==> src/rtl/tug_pkg.sv <==
// Shared state encoding and screen codes for the tug-of-war controller and its display stage.
package tug_pkg;

  localparam int unsigned SCR_W = 6;

  typedef enum logic [2:0] {
    IDLE,
    CNT3,
    CNT2,
    CNT1,
    GO,
    PLAY,
    WIN1,
    WIN2
  } state_t;

  localparam logic [SCR_W-1:0] SCR_BLANK    = 6'd0;
  localparam logic [SCR_W-1:0] SCR_PLAY_MIN = 6'd16;
  localparam logic [SCR_W-1:0] SCR_PLAY_MID = 6'd23;
  localparam logic [SCR_W-1:0] SCR_PLAY_MAX = 6'd30;
  localparam logic [SCR_W-1:0] SCR_GO       = 6'd31;
  localparam logic [SCR_W-1:0] SCR_ONE      = 6'd32;
  localparam logic [SCR_W-1:0] SCR_TWO      = 6'd33;
  localparam logic [SCR_W-1:0] SCR_THREE    = 6'd34;
  localparam logic [SCR_W-1:0] SCR_P2WIN    = 6'd35;
  localparam logic [SCR_W-1:0] SCR_P1WIN    = 6'd36;

  // Screen code shown for a given state; in PLAY the rope position is the code.
  function automatic logic [SCR_W-1:0] state_screen(input state_t st, input logic [SCR_W-1:0] pos);
    case (st)
      CNT3:    return SCR_THREE;
      CNT2:    return SCR_TWO;
      CNT1:    return SCR_ONE;
      GO:      return SCR_GO;
      PLAY:    return pos;
      WIN1:    return SCR_P1WIN;
      WIN2:    return SCR_P2WIN;
      default: return SCR_BLANK;
    endcase
  endfunction

endpackage

==> src/rtl/btn_edge.sv <==
// Button front end: 2-flop synchronizer, rising-edge detect and optional post-press lockout.
module btn_edge #(
  parameter int unsigned LOCKOUT = 0
) (
  input  logic clk,
  input  logic rst_n,
  input  logic i_btn,
  output logic o_press_c
);

  localparam int unsigned   CW       = (LOCKOUT > 1) ? $clog2(LOCKOUT) : 1;
  localparam bit            HAS_LOCK = (LOCKOUT > 0);
  localparam logic [CW-1:0] LAST     = CW'((LOCKOUT > 0) ? (LOCKOUT - 1) : 0);

  logic [1:0]    r_sync;
  logic [1:0]    r_settle;
  logic          r_prev;
  logic          r_busy;
  logic [CW-1:0] r_cnt;
  logic          w_edge;

  // r_prev is held high until the synchronizer has settled, so a button
  // already down at reset release must be released before it counts.
  assign w_edge    = r_settle[1] & r_sync[1] & ~r_prev;
  assign o_press_c = w_edge & ~r_busy;

  always_ff @(posedge clk or negedge rst_n) begin
    if (!rst_n) begin
      r_sync   <= '0;
      r_settle <= '0;
      r_prev   <= 1'b1;
      r_busy   <= 1'b0;
      r_cnt    <= '0;
    end else begin
      r_sync   <= {r_sync[0], i_btn};
      r_settle <= {r_settle[0], 1'b1};
      r_prev   <= r_settle[1] ? r_sync[1] : 1'b1;
      if (o_press_c && HAS_LOCK) begin
        r_busy <= 1'b1;
        r_cnt  <= '0;
      end else if (r_busy) begin
        if (r_cnt == LAST) begin
          r_busy <= 1'b0;
          r_cnt  <= '0;
        end else begin
          r_cnt <= r_cnt + CW'(1);
        end
      end
    end
  end

endmodule

==> src/rtl/tug_game_ctrl.sv <==
// Tug-of-war game controller: countdown, rope position tracking and winner screens.
module tug_game_ctrl
  import tug_pkg::*;
#(
  parameter int unsigned STEP_CYCLES    = 1500000,
  parameter int unsigned LOCKOUT_CYCLES = 15000
) (
  input  logic       clk,
  input  logic       reset,
  input  logic       start,
  input  logic       p1_btn,
  input  logic       p2_btn,
  output logic [5:0] screen,
  output logic       playing
);

  localparam int unsigned   SW        = (STEP_CYCLES > 1) ? $clog2(STEP_CYCLES) : 1;
  localparam logic [SW-1:0] STEP_LAST = SW'((STEP_CYCLES > 0) ? (STEP_CYCLES - 1) : 0);

  state_t           r_state, w_state_nxt;
  logic [SCR_W-1:0] r_pos, w_pos_nxt;
  logic [SW-1:0]    r_cnt, w_cnt_nxt;
  logic [SCR_W-1:0] r_screen, w_screen_nxt;
  logic             r_playing, w_playing_nxt;
  logic             w_start, w_p1, w_p2;

  btn_edge #(.LOCKOUT(0)) u_start (
    .clk(clk), .rst_n(reset), .i_btn(start), .o_press_c(w_start)
  );
  btn_edge #(.LOCKOUT(LOCKOUT_CYCLES)) u_p1 (
    .clk(clk), .rst_n(reset), .i_btn(p1_btn), .o_press_c(w_p1)
  );
  btn_edge #(.LOCKOUT(LOCKOUT_CYCLES)) u_p2 (
    .clk(clk), .rst_n(reset), .i_btn(p2_btn), .o_press_c(w_p2)
  );

  always_ff @(posedge clk or negedge reset) begin
    if (!reset) begin
      r_state   <= IDLE;
      r_pos     <= SCR_PLAY_MID;
      r_cnt     <= '0;
      r_screen  <= SCR_BLANK;
      r_playing <= 1'b0;
    end else begin
      r_state   <= w_state_nxt;
      r_pos     <= w_pos_nxt;
      r_cnt     <= w_cnt_nxt;
      r_screen  <= w_screen_nxt;
      r_playing <= w_playing_nxt;
    end
  end

  // Outputs reflect the current state, so they lag each state change by one cycle.
  always_comb begin
    w_state_nxt   = r_state;
    w_pos_nxt     = r_pos;
    w_cnt_nxt     = r_cnt;
    w_screen_nxt  = state_screen(r_state, r_pos);
    w_playing_nxt = (r_state == PLAY);
    case (r_state)
      IDLE, WIN1, WIN2: begin
        if (w_start) begin
          w_state_nxt = CNT3;
          w_cnt_nxt   = '0;
        end
      end
      CNT3, CNT2, CNT1, GO: begin
        if (r_cnt == STEP_LAST) begin
          w_cnt_nxt = '0;
          case (r_state)
            CNT3:    w_state_nxt = CNT2;
            CNT2:    w_state_nxt = CNT1;
            CNT1:    w_state_nxt = GO;
            default: begin
              w_state_nxt = PLAY;
              w_pos_nxt   = SCR_PLAY_MID;
            end
          endcase
        end else begin
          w_cnt_nxt = r_cnt + SW'(1);
        end
      end
      PLAY: begin
        if (w_p1 && !w_p2) begin
          if (r_pos == SCR_PLAY_MAX) w_state_nxt = WIN1;
          else                       w_pos_nxt   = r_pos + SCR_W'(1);
        end else if (w_p2 && !w_p1) begin
          if (r_pos == SCR_PLAY_MIN) w_state_nxt = WIN2;
          else                       w_pos_nxt   = r_pos - SCR_W'(1);
        end
      end
      default: w_state_nxt = IDLE;
    endcase
  end

  assign screen  = r_screen;
  assign playing = r_playing;

endmodule

==> config.mk <==
export PLATFORM = sky130hd
export DESIGN_NAME = tug_game_ctrl
export DESIGN_NICKNAME = d
export VERILOG_FILES = /design/src/rtl/tug_pkg.sv /design/src/rtl/btn_edge.sv /design/src/rtl/tug_game_ctrl.sv
export SDC_FILE = /design/constraint.sdc
export NUM_CORES = 1
export LEC_CHECK = 0
export BUFFER_PORTS_ARGS = -buffer_cell sky130_fd_sc_hd__buf_2
export CORE_ASPECT_RATIO = 0.6
export CORE_MARGIN = 3
export CORE_UTILIZATION = 26
export DETAILED_ROUTE_END_ITERATION = 10
export PLACE_DENSITY_LB_ADDON = 0.08
export SLEW_MARGIN = 10
export SYNTH_ARGS = -nofsm -noshare
export SYNTH_HDL_FRONTEND = slang
export SYNTH_HIERARCHICAL = 1
export SYNTH_SLANG_ARGS = --single-unit
==> constraint.sdc <==
create_clock -name clk -period 6.3 [get_ports clk]
set_clock_uncertainty 0.05 [all_clocks]
set_input_delay 1.26 -clock clk [delete_from_list [all_inputs] [get_ports clk]]
set_output_delay 1.26 -clock clk [all_outputs]
set_load 0.02 [all_outputs]
* Yosys cells after proc, flatten, opt, wreduce, memory -nomap -nowiden *
Index checks and enable logic that the tools add are counted.

word-level totals
  input port bits = 5
  logic and storage cells = 113
  register bits after elaboration = 84
  output and inout port bits = 7

operators by class
  muxes and demuxes = 37
  bitwise operators = 15
  equality and inequality tests = 20
  $add $sub $neg = 6
  reductions and logical operators = 15

operators by type and width
  cell                                                                      count
  14-bit 2-to-1 mux                                                         6
  21-bit 2-to-1 mux                                                         2
  21-bit one-hot mux with 2 select lines                                    1
  6-bit one-hot mux with 7 select lines                                     1
  6-bit 2-to-1 mux                                                          6
  14-bit by 1-bit adder with 14-bit output (second input constant)          2
  14-bit equality test (second input constant)                              2
  21-bit by 1-bit adder with 21-bit output (second input constant)          1
  21-bit equality test (second input constant)                              1
  3-bit 2-to-1 mux                                                          6
  3-bit one-hot mux with 3 select lines                                     2
  3-bit equality test (second input constant)                               4
  6-bit by 5-bit equality test with 1-bit output (second input constant)    2
  1-bit 2-to-1 mux                                                          12
  6-bit one-hot mux with 2 select lines                                     1
  1-bit AND                                                                 9
  2-bit nonzero test                                                        4
  6-bit by 1-bit adder with 6-bit output (second input constant)            1
  3-bit by 2-bit equality test with 1-bit output (second input constant)    2
  3-bit by 1-bit inequality test with 1-bit output (second input constant)  2
  3-bit inequality test (second input constant)                             2
  1-bit inverter                                                            6
  6-bit AND reduction                                                       1
  3-bit OR reduction                                                        2
  12 further kinds                                                          15

* Depth between registers and ports, before layout *
  word-level depth = 8
  gate-level depth with buffers = 11
  mapped depth without buffers = 10

* By module *
Netlist, hierarchy kept.

by module, submodules not included
  module                instances  sequential area each (µm²)  cells an instance  area an instance (µm²)
  tug_game_ctrl         1          930.9                       223                2,060.7
  btn_edge at u_p1 ...  2          501.7                       96                 970.9
  btn_edge at u_start   1          126.4                       8                  145.1

* Worst setup path before layout *
Ideal clock, no wire load.

  path kind = register to register
  start = reg u_p2.r_prev
  end = reg r_pos[5]
  arrival = 2.200 ns
  required time = 6.110 ns
  library setup time = 0.140 ns
  stages on the path, launching flop included = 11
  slack = 3.911 ns
  clock period less this slack = 2.389 ns
  path buffers = 1
  cells stage by stage = dfstp_2 nand3b_1 nor2_1 nor2b_1 buf_1 inv_1 ha_1 a21o_1 a41oi_1 xnor2_1 o221ai_1

on the way
  word-level cells in the longest chain between the ends = 7
  elaborated cells between the ends (all ways) = 12
  those cells by class = eq/ne: 3; mux: 2; bitwise: 3; reduce/logical: 4

ends and longest elaborated chain
  what                                                                                           line                 text
  start, declared                                                                                btn_edge.sv:17       logic r_prev;
  start signal, assigned                                                                         btn_edge.sv:37       r_prev <= r_settle[1] ? r_sync[1] : 1'b1;
  1-bit inverter (*)                                                                             btn_edge.sv:24       assign w_edge = r_settle[1] & r_sync[1] & ~r_prev;
  1-bit AND (*)                                                                                  btn_edge.sv:24
  1-bit AND (*)                                                                                  btn_edge.sv:25       assign o_press_c = w_edge & ~r_busy;
  net w_p2                                                                                       tug_game_ctrl.sv:25  logic w_start, w_p1, w_p2;
  1-bit zero test                                                                                tug_game_ctrl.sv:84  if (w_p1 && !w_p2) begin
  1-bit logical AND                                                                              tug_game_ctrl.sv:84
  3-bit inequality test (no line) (tied with other cells)                                        -
  6-bit AND reduction (no line) / 6-bit one-hot mux with 2 select lines (equally long branches)  -
  end signal, assigned                                                                           tug_game_ctrl.sv:46  r_pos <= w_pos_nxt;
  end, declared                                                                                  tug_game_ctrl.sv:21  logic [SCR_W-1:0] r_pos, w_pos_nxt;

Mark *: on every way through the listed nets, which the timed path passes. The rest lies on a longest branch.
A chain may end at the register's enable or synchronous reset.

* Worst setup path after layout *
  start = reg u_p1.r_prev
  end = reg r_pos[2]

on the way
  word-level cells in the longest chain between the ends = 7
  elaborated cells between the ends (all ways) = 12
  those cells by class = eq/ne: 3; mux: 2; bitwise: 3; reduce/logical: 4

ends and longest elaborated chain
  what                                                        line                 text
  start, declared                                             btn_edge.sv:17
  start signal, assigned                                      btn_edge.sv:37
  1-bit inverter (*)                                          btn_edge.sv:24
  1-bit AND (*)                                               btn_edge.sv:24
  1-bit AND (*)                                               btn_edge.sv:25
  net w_p1                                                    tug_game_ctrl.sv:25
  1-bit zero test                                             tug_game_ctrl.sv:87  end else if (w_p2 && !w_p1) begin
  1-bit logical AND                                           tug_game_ctrl.sv:87
  3-bit by 1-bit inequality test with 1-bit output (no line)  -
  6-bit AND reduction (no line)                               -

Marks and branches as above.

==> out/results.ini <==
[sta]
rsz0062_at_grt=no
worst_slew_pin_slew_ns=0.798
finalWorstSetupSlack_ns=3.44
relSlewSlack_pct=46.7
max_clock_freq_ghz=0.349
finalCritPeriodShare_pct=45.4
finalSetupTns_ns=0
min_period_ns=2.86
hold_viol_final=0
slew_viol_final=0
setup_viol=0

[place]
place.gp.congestion=0.768
place_inst=621
pre_cts_ws_ns=3.41
numPortBuffers=11
hpwl_mm=6.41

[pwr]
intPower_uw=1080
pwr-share-comb_pct=27.3
leakagePower_uw=0.00190
p_sw_share_pct=37.2
irDropWorstVdd_mv=0.143
power_density_mw_per_mm2=369
clockPowerShare_pct=30.3
seqPwrFrac_pct=42.4
p_sw_uw=641

[route]
wl_met1_mm=5.34
drtIter0Drc=212
dr.pass1.iters=4
routed-via-count=3112
wl_per_cell_um=14.6
met2WireLength_mm=3.46
top_layer_used=met4
post_drt_via_cell_ratio=4.89
wirelength_mm=9.32
postRouteAntennaNets=0
wl_met3_um=463
drcViolationCount=0

[floorplanning]
rows=35
initial_utilization_pct=26.8
io_pins=12
die_area_mm2=0.0176
die_width_um=169
chipHeight_um=104
placeableCoreArea_mm2=0.0155

[global_routing]
overflow=0
grt_pass1_vias=2983
grt_max_degree=47
antenna_found_initial=0
grt_usage_pct=11.4
grt_first_pass_wirelength_mm=16.3

[final_layout]
fillers=1642
nNetsFinal=440
finalNonFillerCells=637
final_common_cell=dfrtp_1
drive_above_1_share_pct=11.5
final_cell_mix=75 x dfrtp_1, 39 x nand2_1, 34 x nor2_1
areaGrowthSynthToFinish_pct=12.7
antenna_cells=0

[synthesis]
synth_warnings=6
synth_edf_count=0
async_reset_ff_share_pct=100
avgSynthCellArea_um2=9.81
synth.distinct_cells=57
ys_seq_area_share_pct=49.7
synth_fp_nets=434
synth-seq-cells=82
synth_ff_type=dfrtp_1
netlist_area_mm2=0.00415
synthCells=423

[outcome]
status=finished clean

[flow_run]
maxCapViolCount=0

[cts]
post-cts-setup-buffers=0
ctsHoldBuffers=0
htreeDepth=3
clock_latency_ns=0.33
clk_pin_slew_ns=0.07
tritoncts=built
cts_resized=0
root_buffer=clkbuf_16
cts.sinks=82
cts-buffers-inserted=9
clk_path_buf_depth=2

[min_path]
min_path_cells=0
hold_class=reg2reg

[critical_path]
critPathLaunchType=flip-flop
cp.required_ns=6.47
rr_worst_depth=7
worstPathMaxFanout=12
worst-endpoint-arrival_ns=3.04
critical_path_class=reg2reg
crit_path_end_kind=flip-flop

-- power by group through the flow --
stage | clock network [µW] | logic, µW | registers, µW
CTS | 544 | 479 | 730
global route | 569 | 539 | 752
floorplan | 0 | 399 | 692
finish | 523 | 471 | 731
global placement | 0 | 480 | 741
detailed placement | 0 | 474 | 739
-- flip-flops by register name (all words and copies together), names as in the netlist --
signal,cells
u_p2/r_settle,2
r_cnt,21
r_pos,6
u_p2/r_sync,2
u_p2/r_cnt,14
u_start/r_prev,1
r_state,3
u_p2/r_prev,1
u_start/r_sync,2
u_p1/r_sync,2
u_start/r_settle,2
u_p1/r_busy,1
u_p2/r_busy,1
u_p1/r_settle,2
u_p1/r_prev,1
u_p1/r_cnt,14
screen,6
playing,1
-- cell type report --
class                           count  area [µm²]  area share [%]
Clock buffer                        9         225            4.82
Clock inverter                      7        68.8            1.47
Inverter                           10        37.5           0.803
Multi-Input combinational cell    313        1960            41.9
Sequential cell                    82        2060            44.1
Tap cell                          203         254            5.43
Timing Repair Buffer               13        72.6            1.55
-- cell usage after synthesis (2+ instances only) --
cell	count	area [µm²]
dfrtp_1	75	1880
nand2_1	39	146
nor2_1	34	128
a21oi_1	25	125
o21ai_0	25	125
a31oi_1	20	125
nand3_1	18	90.1
nand4_1	16	100
nand2b_1	13	81.3
xor2_1	11	96.3
inv_1	10	37.5
clkbuf_1	9	33.8
nor2b_1	9	56.3
nor3_1	8	40.0
or3_1	8	50.1
xnor2_1	8	70.1
a22o_1	7	61.3
dfstp_2	7	184
and3_1	6	37.5
ha_1	6	75.1
nand3b_1	5	37.5
nor4_1	5	31.3
o21ai_1	5	25.0
buf_1	4	15.0
a21o_1	3	22.5
a41oi_1	3	26.3
buf_6	3	33.8
conb_1	3	11.3
and3b_1	2	17.5
buf_2	2	10.0
o211ai_1	2	15.0
o22ai_1	2	12.5
o311ai_0	2	17.5
o311ai_1	2	17.5
o41a_4	2	42.5
o41ai_2	2	32.5
or4_4	2	22.5
-- routing by layer --
metal / global-route usage, % / up-vias
met2: 13.8 / 58
met4: 1.93 / 0
met3: 3.17 / 4
met5: 0 / -
met1: 19.4 / 1491
li1: - / 1559
-- cells by family after synthesis --
group | Yosys count | synth area share [%]
DFF | 82 | 49.7
other | 3 | 0.271
xor gates and xnor gates | 19 | 4.01
buffers and inverters | 28 | 3.14
AOI/OAI and AO/OA | 108 | 17.8
adders and majority gates | 6 | 1.81
muxes | 2 | 0.513
and+or+nand+nor | 175 | 22.7
-- critical path, cell delays in order, from the launching register on --
cell and delay (ns):
dfstp_2 0.36, nand3b_1 0.19, nor2_1 0.15, nor2b_1 0.66, o41ai_1 0.23, a2111oi_4 0.72, and4b_1 0.32, a311oi_2 0.05
-- worst paths after layout --
path	from	to	slack, ns
min in group asynchronous	reset	u_p2/r_cnt[6]$_DFFE_PN0P_	0.85
min	u_p2/r_settle[0]$_DFF_PN0_	u_p2/r_settle[1]$_DFF_PN0_	0.30
min reg2reg	u_p2/r_settle[0]$_DFF_PN0_	u_p2/r_settle[1]$_DFF_PN0_	0.30
max	u_p1/r_prev$_DFF_PN1_	r_pos[2]$_DFFE_PN1P_	3.44
max reg2reg	u_p1/r_prev$_DFF_PN1_	r_pos[2]$_DFFE_PN1P_	3.44
max in group asynchronous	reset	screen[5]$_DFF_PN0_	4.38
-- stage by stage --
step	total power [µW]	hold slack [ns]	util, %	instance area (µm²)
6_report	1720	0.300	30.2	4680
5_1_grt	1860	0.305	30.2	4680
4_1_cts	1750	0.301	30.2	4680
3_5_place_dp	1210	0.285	28.3	4380
3_3_place_gp	1220	0.285	28.3	4380
2_1_floorplan	1090	0.281	-	4150
Note: power is estimated with default switching activity, not from simulation.
